===== config.mk =====
export PLATFORM = sky130hd
export DESIGN_NAME = studio2_bus_arbiter
export DESIGN_NICKNAME = d
export VERILOG_FILES = /design/src/rtl/studio2_pkg.sv /design/src/rtl/studio2_addr_decode.sv /design/src/rtl/studio2_bus_arbiter.sv
export SDC_FILE = /design/constraint.sdc
export NUM_CORES = 1
export LEC_CHECK = 0
export BUFFER_PORTS_ARGS = -buffer_cell sky130_fd_sc_hd__buf_2
export CAP_MARGIN = 0
export CORE_MARGIN = 2
export CORE_UTILIZATION = 45
export DETAILED_ROUTE_END_ITERATION = 10
export GPL_ROUTABILITY_DRIVEN = 0
export PLACE_DENSITY = 0.91
export SYNTH_ARGS = -nofsm -noshare
export SYNTH_HDL_FRONTEND = slang
export SYNTH_SLANG_ARGS = --single-unit

===== constraint.sdc =====
create_clock -name clk -period 3.8 [get_ports clk]
set_input_delay 0.57 -clock clk [delete_from_list [all_inputs] [get_ports clk]]
set_output_delay 0.57 -clock clk [all_outputs]
set_load 0.05 [all_outputs]

===== src/rtl/studio2_pkg.sv =====
// studio2_pkg: shared types and memory-map constants for the Studio II memory arbiter.
//   arb_state_e : arbiter state (idle / loader / CPU access / DMA burst)
//   region_e    : decoded address region
//   owner_e     : tag recording which requester an issued read belongs to
//   *Base       : region base offsets within the 4 KB map (offset = addr[11:0])
//   OpenBus     : value returned for reads that hit no memory
package studio2_pkg;

    typedef enum logic [1:0] {StIdle, StLoad, StCpu, StDma} arb_state_e;

    typedef enum logic [2:0] {
        RegRom, RegCart, RegRam, RegVram, RegMirror, RegMcart, RegUnmapped
    } region_e;

    typedef enum logic [1:0] {OwnNone, OwnCpu, OwnDma} owner_e;

    localparam logic [11:0] RomBase    = 12'h000;
    localparam logic [11:0] CartBase   = 12'h400;
    localparam logic [11:0] RamBase    = 12'h800;
    localparam logic [11:0] VramBase   = 12'h900;
    localparam logic [11:0] McartABase = 12'hA00;
    localparam logic [11:0] MirrorBase = 12'hC00;
    localparam logic [11:0] McartBBase = 12'hE00;
    localparam logic [11:0] MapLimit   = 12'hFFF;

    // Clearing this bit folds the 0xC00-0xDFF mirror onto RAM at 0x800-0x9FF.
    localparam logic [11:0] MirrorBit  = 12'h400;

    localparam logic [7:0]  OpenBus    = 8'hFF;

endpackage


===== src/rtl/studio2_addr_decode.sv =====
// studio2_addr_decode: combinational Studio II memory-map decode.
// Build option: STUDIO2_MULTICART_EN maps 0xA00-0xBFF and 0xE00-0xFFF as cart ROM;
// without it those ranges are unmapped.
// Ports:
//   addr     in  16  requester address
//   region   out     decoded region (RegUnmapped when addr[15:12] != 0)
//   maddr    out AW  physical memory address (mirror folded onto RAM)
//   writable out 1   region accepts CPU writes
module studio2_addr_decode
    import studio2_pkg::*;
#(
    parameter int unsigned AW = 12
) (
    input  logic [15:0]   addr,
    output region_e       region,
    output logic [AW-1:0] maddr,
    output logic          writable
);

`ifdef STUDIO2_MULTICART_EN
    localparam region_e OptRegion = RegMcart;
`else
    localparam region_e OptRegion = RegUnmapped;
`endif

    logic [11:0] off;
    assign off = addr[11:0];

    always_comb begin
        region = RegUnmapped;
        if (addr[15:12] == 4'h0) begin
            if (off < CartBase)        region = RegRom;
            else if (off < RamBase)    region = RegCart;
            else if (off < VramBase)   region = RegRam;
            else if (off < McartABase) region = RegVram;
            else if (off < MirrorBase) region = OptRegion;
            else if (off < McartBBase) region = RegMirror;
            else                       region = OptRegion;
        end
    end

    always_comb begin
        maddr = AW'(off);
        if (region == RegMirror) maddr = AW'(off & ~MirrorBit);
    end

    assign writable = (region == RegRam) || (region == RegVram) || (region == RegMirror);

endmodule


===== src/rtl/studio2_bus_arbiter.sv =====
// studio2_bus_arbiter: single-port arbiter for the Studio II 4 KB system memory.
// Priority loader > DMA (locked bursts of DMA_BURST beats) > CPU, with a fairness flag
// giving the CPU the slot right after a burst it waited through. All grants and memory
// strobes are registered (request in N -> access in N+1 -> rvalid/dout in N+2).
// Build option: STUDIO2_MULTICART_EN (see studio2_addr_decode).
// Ports:
//   clk, reset                      clock, async active-high reset
//   ldr_active/wr/addr/din          cartridge/BIOS loader (owns memory while active)
//   cpu_req/wr/addr/din             CPU request, held until cpu_gnt
//   cpu_gnt/rvalid/dout             CPU grant pulse, read-data valid pulse, read data
//   dma_req/addr                    display fetch request, held for the burst
//   dma_gnt/last/rvalid/dout        DMA beat grant, last-beat flag, read valid, read data
//   mem_ce/wr/addr/din, mem_dout    dpram A port (1-cycle read latency)
//   wp_violation                    pulse: CPU write to protected space dropped
module studio2_bus_arbiter
    import studio2_pkg::*;
#(
    parameter int unsigned AW        = 12,
    parameter int unsigned DMA_BURST = 8
) (
    input  logic          clk,
    input  logic          reset,
    input  logic          ldr_active,
    input  logic          ldr_wr,
    input  logic [AW-1:0] ldr_addr,
    input  logic [7:0]    ldr_din,
    input  logic          cpu_req,
    input  logic          cpu_wr,
    input  logic [15:0]   cpu_addr,
    input  logic [7:0]    cpu_din,
    output logic          cpu_gnt,
    output logic          cpu_rvalid,
    output logic [7:0]    cpu_dout,
    input  logic          dma_req,
    input  logic [15:0]   dma_addr,
    output logic          dma_gnt,
    output logic          dma_last,
    output logic          dma_rvalid,
    output logic [7:0]    dma_dout,
    output logic          mem_ce,
    output logic          mem_wr,
    output logic [AW-1:0] mem_addr,
    output logic [7:0]    mem_din,
    input  logic [7:0]    mem_dout,
    output logic          wp_violation
);

    localparam int unsigned BW = 4;  // covers DMA_BURST up to 16
    localparam logic [BW-1:0] LastBeat = BW'(DMA_BURST - 1);

    region_e       cpu_region, dma_region;
    logic [AW-1:0] cpu_maddr, dma_maddr;
    logic          cpu_writable, dma_writable;
    logic          cpu_mapped, dma_mapped;

    studio2_addr_decode #(.AW(AW)) u_cpu_decode (
        .addr     (cpu_addr),
        .region   (cpu_region),
        .maddr    (cpu_maddr),
        .writable (cpu_writable)
    );

    studio2_addr_decode #(.AW(AW)) u_dma_decode (
        .addr     (dma_addr),
        .region   (dma_region),
        .maddr    (dma_maddr),
        .writable (dma_writable)
    );

    // DMA is read-only, so its writable flag is not needed.
    logic unused_dma_writable;
    assign unused_dma_writable = dma_writable;

    assign cpu_mapped = (cpu_region != RegUnmapped);
    assign dma_mapped = (dma_region != RegUnmapped);

    arb_state_e    state_q, state_d;
    logic [BW-1:0] beat_q, beat_d;
    logic          cpu_owed_q, cpu_owed_d;
    owner_e        owner_q, owner_d;
    logic          open_q, open_d;    // issued read hits no memory
    logic          ret_open_q;        // open_q aligned with rvalid
    logic          mem_ce_d, mem_wr_d, cpu_gnt_d, dma_gnt_d, dma_last_d, wp_d;
    logic [AW-1:0] mem_addr_d;
    logic [7:0]    mem_din_d;
    logic          grant_cpu, grant_dma, in_burst;

    assign in_burst = (state_q == StDma) && (beat_q != '0);

    always_comb begin
        state_d    = StIdle;
        beat_d     = beat_q;
        cpu_owed_d = cpu_owed_q;
        owner_d    = OwnNone;
        open_d     = 1'b0;
        mem_ce_d   = 1'b0;
        mem_wr_d   = 1'b0;
        mem_addr_d = '0;
        mem_din_d  = '0;
        cpu_gnt_d  = 1'b0;
        dma_gnt_d  = 1'b0;
        dma_last_d = 1'b0;
        wp_d       = 1'b0;
        grant_cpu  = 1'b0;
        grant_dma  = 1'b0;

        if (ldr_active) begin
            // Loader aborts any burst; pending requests simply wait.
            state_d    = StLoad;
            beat_d     = '0;
            mem_ce_d   = ldr_wr;
            mem_wr_d   = ldr_wr;
            mem_addr_d = ldr_addr;
            mem_din_d  = ldr_din;
        end else begin
            if (in_burst && dma_req)      grant_dma = 1'b1;
            else if (cpu_owed_q && cpu_req) grant_cpu = 1'b1;
            else if (dma_req)             grant_dma = 1'b1;
            else if (cpu_req)             grant_cpu = 1'b1;

            // Request dropped mid-burst: burst is over.
            if (in_burst && !dma_req) beat_d = '0;

            if (grant_dma) begin
                state_d    = StDma;
                dma_gnt_d  = 1'b1;
                owner_d    = OwnDma;
                mem_ce_d   = dma_mapped;
                mem_addr_d = dma_maddr;
                open_d     = !dma_mapped;
                if (beat_q == LastBeat) begin
                    dma_last_d = 1'b1;
                    beat_d     = '0;
                    if (cpu_req) cpu_owed_d = 1'b1;
                end else begin
                    beat_d = beat_q + 1'b1;
                end
            end

            if (grant_cpu) begin
                state_d    = StCpu;
                cpu_gnt_d  = 1'b1;
                cpu_owed_d = 1'b0;
                if (cpu_wr) begin
                    if (cpu_writable) begin
                        mem_ce_d   = 1'b1;
                        mem_wr_d   = 1'b1;
                        mem_addr_d = cpu_maddr;
                        mem_din_d  = cpu_din;
                    end else begin
                        // Unmapped writes vanish silently; only protected space flags.
                        wp_d = cpu_mapped;
                    end
                end else begin
                    owner_d    = OwnCpu;
                    mem_ce_d   = cpu_mapped;
                    mem_addr_d = cpu_maddr;
                    open_d     = !cpu_mapped;
                end
            end
        end
    end

    always_ff @(posedge clk or posedge reset) begin
        if (reset) begin
            state_q      <= StIdle;
            beat_q       <= '0;
            cpu_owed_q   <= 1'b0;
            owner_q      <= OwnNone;
            open_q       <= 1'b0;
            mem_ce       <= 1'b0;
            mem_wr       <= 1'b0;
            mem_addr     <= '0;
            mem_din      <= '0;
            cpu_gnt      <= 1'b0;
            dma_gnt      <= 1'b0;
            dma_last     <= 1'b0;
            wp_violation <= 1'b0;
            cpu_rvalid   <= 1'b0;
            dma_rvalid   <= 1'b0;
            ret_open_q   <= 1'b0;
        end else begin
            state_q      <= state_d;
            beat_q       <= beat_d;
            cpu_owed_q   <= cpu_owed_d;
            owner_q      <= owner_d;
            open_q       <= open_d;
            mem_ce       <= mem_ce_d;
            mem_wr       <= mem_wr_d;
            mem_addr     <= mem_addr_d;
            mem_din      <= mem_din_d;
            cpu_gnt      <= cpu_gnt_d;
            dma_gnt      <= dma_gnt_d;
            dma_last     <= dma_last_d;
            wp_violation <= wp_d;
            cpu_rvalid   <= (owner_q == OwnCpu);
            dma_rvalid   <= (owner_q == OwnDma);
            ret_open_q   <= open_q;
        end
    end

    // dpram data arrives in the rvalid cycle; gating keeps dout at 0 outside rvalid.
    logic [7:0] rdata;
    assign rdata    = ret_open_q ? OpenBus : mem_dout;
    assign cpu_dout = cpu_rvalid ? rdata : 8'h00;
    assign dma_dout = dma_rvalid ? rdata : 8'h00;

endmodule


==> results.tsv <==
stage	metric	value	unit
outcome	status	finished, final reports clean	
cells_and_area	antennaDiodeCount	0	
cts	clock_latency	280	ps
sta	max-slew-margin-rel	0.481	
floorplan	initial_core_util	0.466	
setup_path	crit_path_top_delay_cell	nor3_2	
synthesis	ys.flop_type	dfrtp_1	
cts	cts.sinks	39	
grt	grt_first_pass_wirelength	6.80	mm
pwr	p_int	678	uW
grt	grt_pass1_vias	1503	
pwr	p_leak	0.00138	uW
pwr	pwr-share-clk	0.276	
pwr	power_density	392	nW/um2
cells_and_area	multiInputGateArea	798	um2
sta	drv_slew	0	
synthesis	syn-instance-count	157	
route	drt_iter0_drc	65	
route	vias_per_cell	5.20	
sta	finalCritPeriodShare	0.623	
setup_path	r2r_setup_slack	1430	ps
cts	cts_tree	built	
setup_path	required	4020	ps
placement	place_hpwl	3.58	mm
worst_hold_path	hold_depth	0	
route	routed_wl	4.57	mm
synthesis	syn-cell-area	1850	um2
setup_path	start_kind	flop	
sta	skew	2.88	ps
pwr	comb_power_share	0.261	
pwr	p_seq_frac	0.463	
cells_and_area	fin_util	0.642	
synthesis	async_reset_ff_frac	1.00	
cts	htreeDepth	2	
floorplan	fp.dieW	68.1	um
placement	port_buffers	118	
sta	worst_pin_slew	772	ps
pwr	switchingPower	320	uW
setup_path	rr_startpoint	beat_q[0]	
sta	period_needed	2370	ps
sta	rsz0062_at_grt	false	
setup_path	cp_max_fo	11	
setup_path	crit_type	reg -> reg	
route	drc	0	
grt	track_usage	0.200	
pwr	peakVddDrop	0.204	mV
cells_and_area	nFillCells	333	
setup_path	cp.arrival	2590	ps
sta	setup_viol	0	
synthesis	synth_edf_count	0	
cts	cts_inserted_buffers	5	
sta	tns	0	ps
cells_and_area	regArea	976	um2
cells_and_area	num-nets-final	350	
worst_hold_path	min_from	open_q	
setup_path	worstRegToRegCells	6	
cells_and_area	area_growth	37.7	%
synthesis	synth_seq_cells	39	
grt	grt_overflow_total	0	
setup_path	cp_cell_sequence	inv_1 > ha_1 > or3b_4 > a211o_2 > nor3_2 > a221o_1	
cts	cts-root-buf	clkbuf_8	
cells_and_area	layout-drive-gt1-share	0.531	
grt	antenna_found_initial	0	
synthesis	ys_warn_count	0	
worst_hold_path	hp-class	reg -> reg	
floorplan	die_area	4640	um2
cts	cts_hold_buf	0	
floorplan	die_h	68.1	um
route	wire_per_inst	14.1	um
synthesis	synth.distinct_cells	45	
worst_hold_path	hold_end	ret_open_q	
setup_path	slowest_delay	600	ps
sta	max_freq	422	MHz
cts	clock_path_buffers	2	
setup_path	cp-end-kind	flop	
synthesis	syn_area_per_cell	11.8	um2
setup_path	reg2reg_to	mem_addr[6]	
route	vias	1679	
floorplan	row_count	23	
flow_run	drv_cap	0	
route	route.antenna.remaining_nets	0	
synthesis	synth_seq_area_share	0.527	
cts	clk_pin_slew	70	ps
cts	post_cts_resize_count	0	
floorplan	core	3970	um2
pwr	switching_share	0.321	
synthesis	syn-num-nets	234	
grt	grt_max_degree	40	
route	drtPass1Iterations	5	
sta	hold_violations	0	
setup_path	crit_path_start	beat_q[0]	
floorplan	io_pins	119	
cts	post_cts_buffers	0	
[power groups by stage]
stage / Combinational [uW] / Clock (uW) / Sequential [uW]
after floorplan: 117 / 0 / 530
after global placement: 255 / 0 / 468
after detailed placement: 263 / 0 / 470
after CTS: 263 / 282 / 462
after global routing: 280 / 303 / 466
final: 261 / 275 / 462
[layer usage]
metal,wire [um],global-route usage,vias to the layer above,share of wire
li1,-,-,811,-
met1,1650,0.206,788,0.36
met2,2450,0.391,72,0.54
met3,416,0.0543,8,0.091
met4,58,0.0550,0,0.013
met5,0,0,-,0
[cell type report]
type,count,share of cell area
flip-flops and latches,39,0.383
multi-input cells,101,0.313
inverters,7,0.0103
repair buffers,119,0.235
clock buffers,6,0.0324
clock inverters,1,0.00196
well taps,50,0.0245
[worst max path at each step]
stage | end | slack [ps] | cells after the start
detailed placement | mem_addr[0] | 1270 | 5
global route | mem_addr[6] | 1290 | 6
global placement | mem_addr[4] | 1450 | 5
finish | mem_addr[6] | 1430 | 6
CTS | mem_addr[6] | 1430 | 6
floorplan | cpu_dout[0] | 1900 | 2
[through the flow]
stage / hold slack, ps / cells / worst slack, ps / area [um2] / power [uW]
after floorplan: 331 / 157 / 1900 / 1850 / 647
after global placement: 334 / 316 / 1450 / 2460 / 723
after detailed placement: 350 / 316 / 1270 / 2460 / 732
after CTS: 371 / 323 / 1430 / 2550 / 1010
after global routing: 387 / 323 / 1290 / 2550 / 1050
final: 359 / 323 / 1430 / 2550 / 998
[flip-flops by register name (all words and copies together), names as in the netlist]
name          flops
beat_q            4
cpu_rvalid        1
owner_q           2
mem_addr         12
dma_last          1
wp_violation      1
dma_gnt           1
cpu_owed_q        1
open_q            1
mem_wr            1
state_q           2
mem_din           8
mem_ce            1
cpu_gnt           1
dma_rvalid        1
ret_open_q        1
[cells in the final DEF, fill, tap and decap left out, types with 5 or more instances in the layout]
cell type	instances
a221o_1	11
a22o_2	8
and2_1	14
buf_2	118
clkbuf_8	6
dfrtp_1	39
inv_1	7
nor2_1	5
o21a_1	16
[cells in the mapped netlist, types with 2 or more instances]
library cell | instances | area share
inv_1 | 7 | 0.014
nand2_1 | 2 | 0.0041
a22o_2 | 8 | 0.043
a22o_1 | 3 | 0.014
a221o_1 | 11 | 0.060
nor3_1 | 3 | 0.0081
dfrtp_1 | 39 | 0.53
nor2_1 | 5 | 0.010
and2_1 | 14 | 0.047
o21a_1 | 16 | 0.065
and3_1 | 3 | 0.010
a31oi_1 | 2 | 0.0068
nand2b_1 | 2 | 0.0068
a211o_2 | 2 | 0.011
ha_1 | 2 | 0.014
nor2b_1 | 3 | 0.010
clkbuf_1 | 7 | 0.014
[kinds of logic (layout without fill, tap and decap cells)]
| group | Yosys count | in the layout | share of synthesized area |
|---|---|---|---|
| simple gates | 44 | 44 | 0.147 |
| compound gates | 54 | 54 | 0.265 |
| buf+inv | 17 | 133 | 0.0412 |
| flops | 39 | 39 | 0.527 |
| mux | 1 | 1 | 0.00608 |
| fa+ha+maj | 2 | 2 | 0.0135 |
[critical path: cells and delay by family (launching register included)]
family,cells,cell delay (ps)
fa+ha+maj,1,130
simple gates,2,1030
buf+inv,1,80
flops,1,430
compound gates,2,640
(Power assumes the default switching activity.)
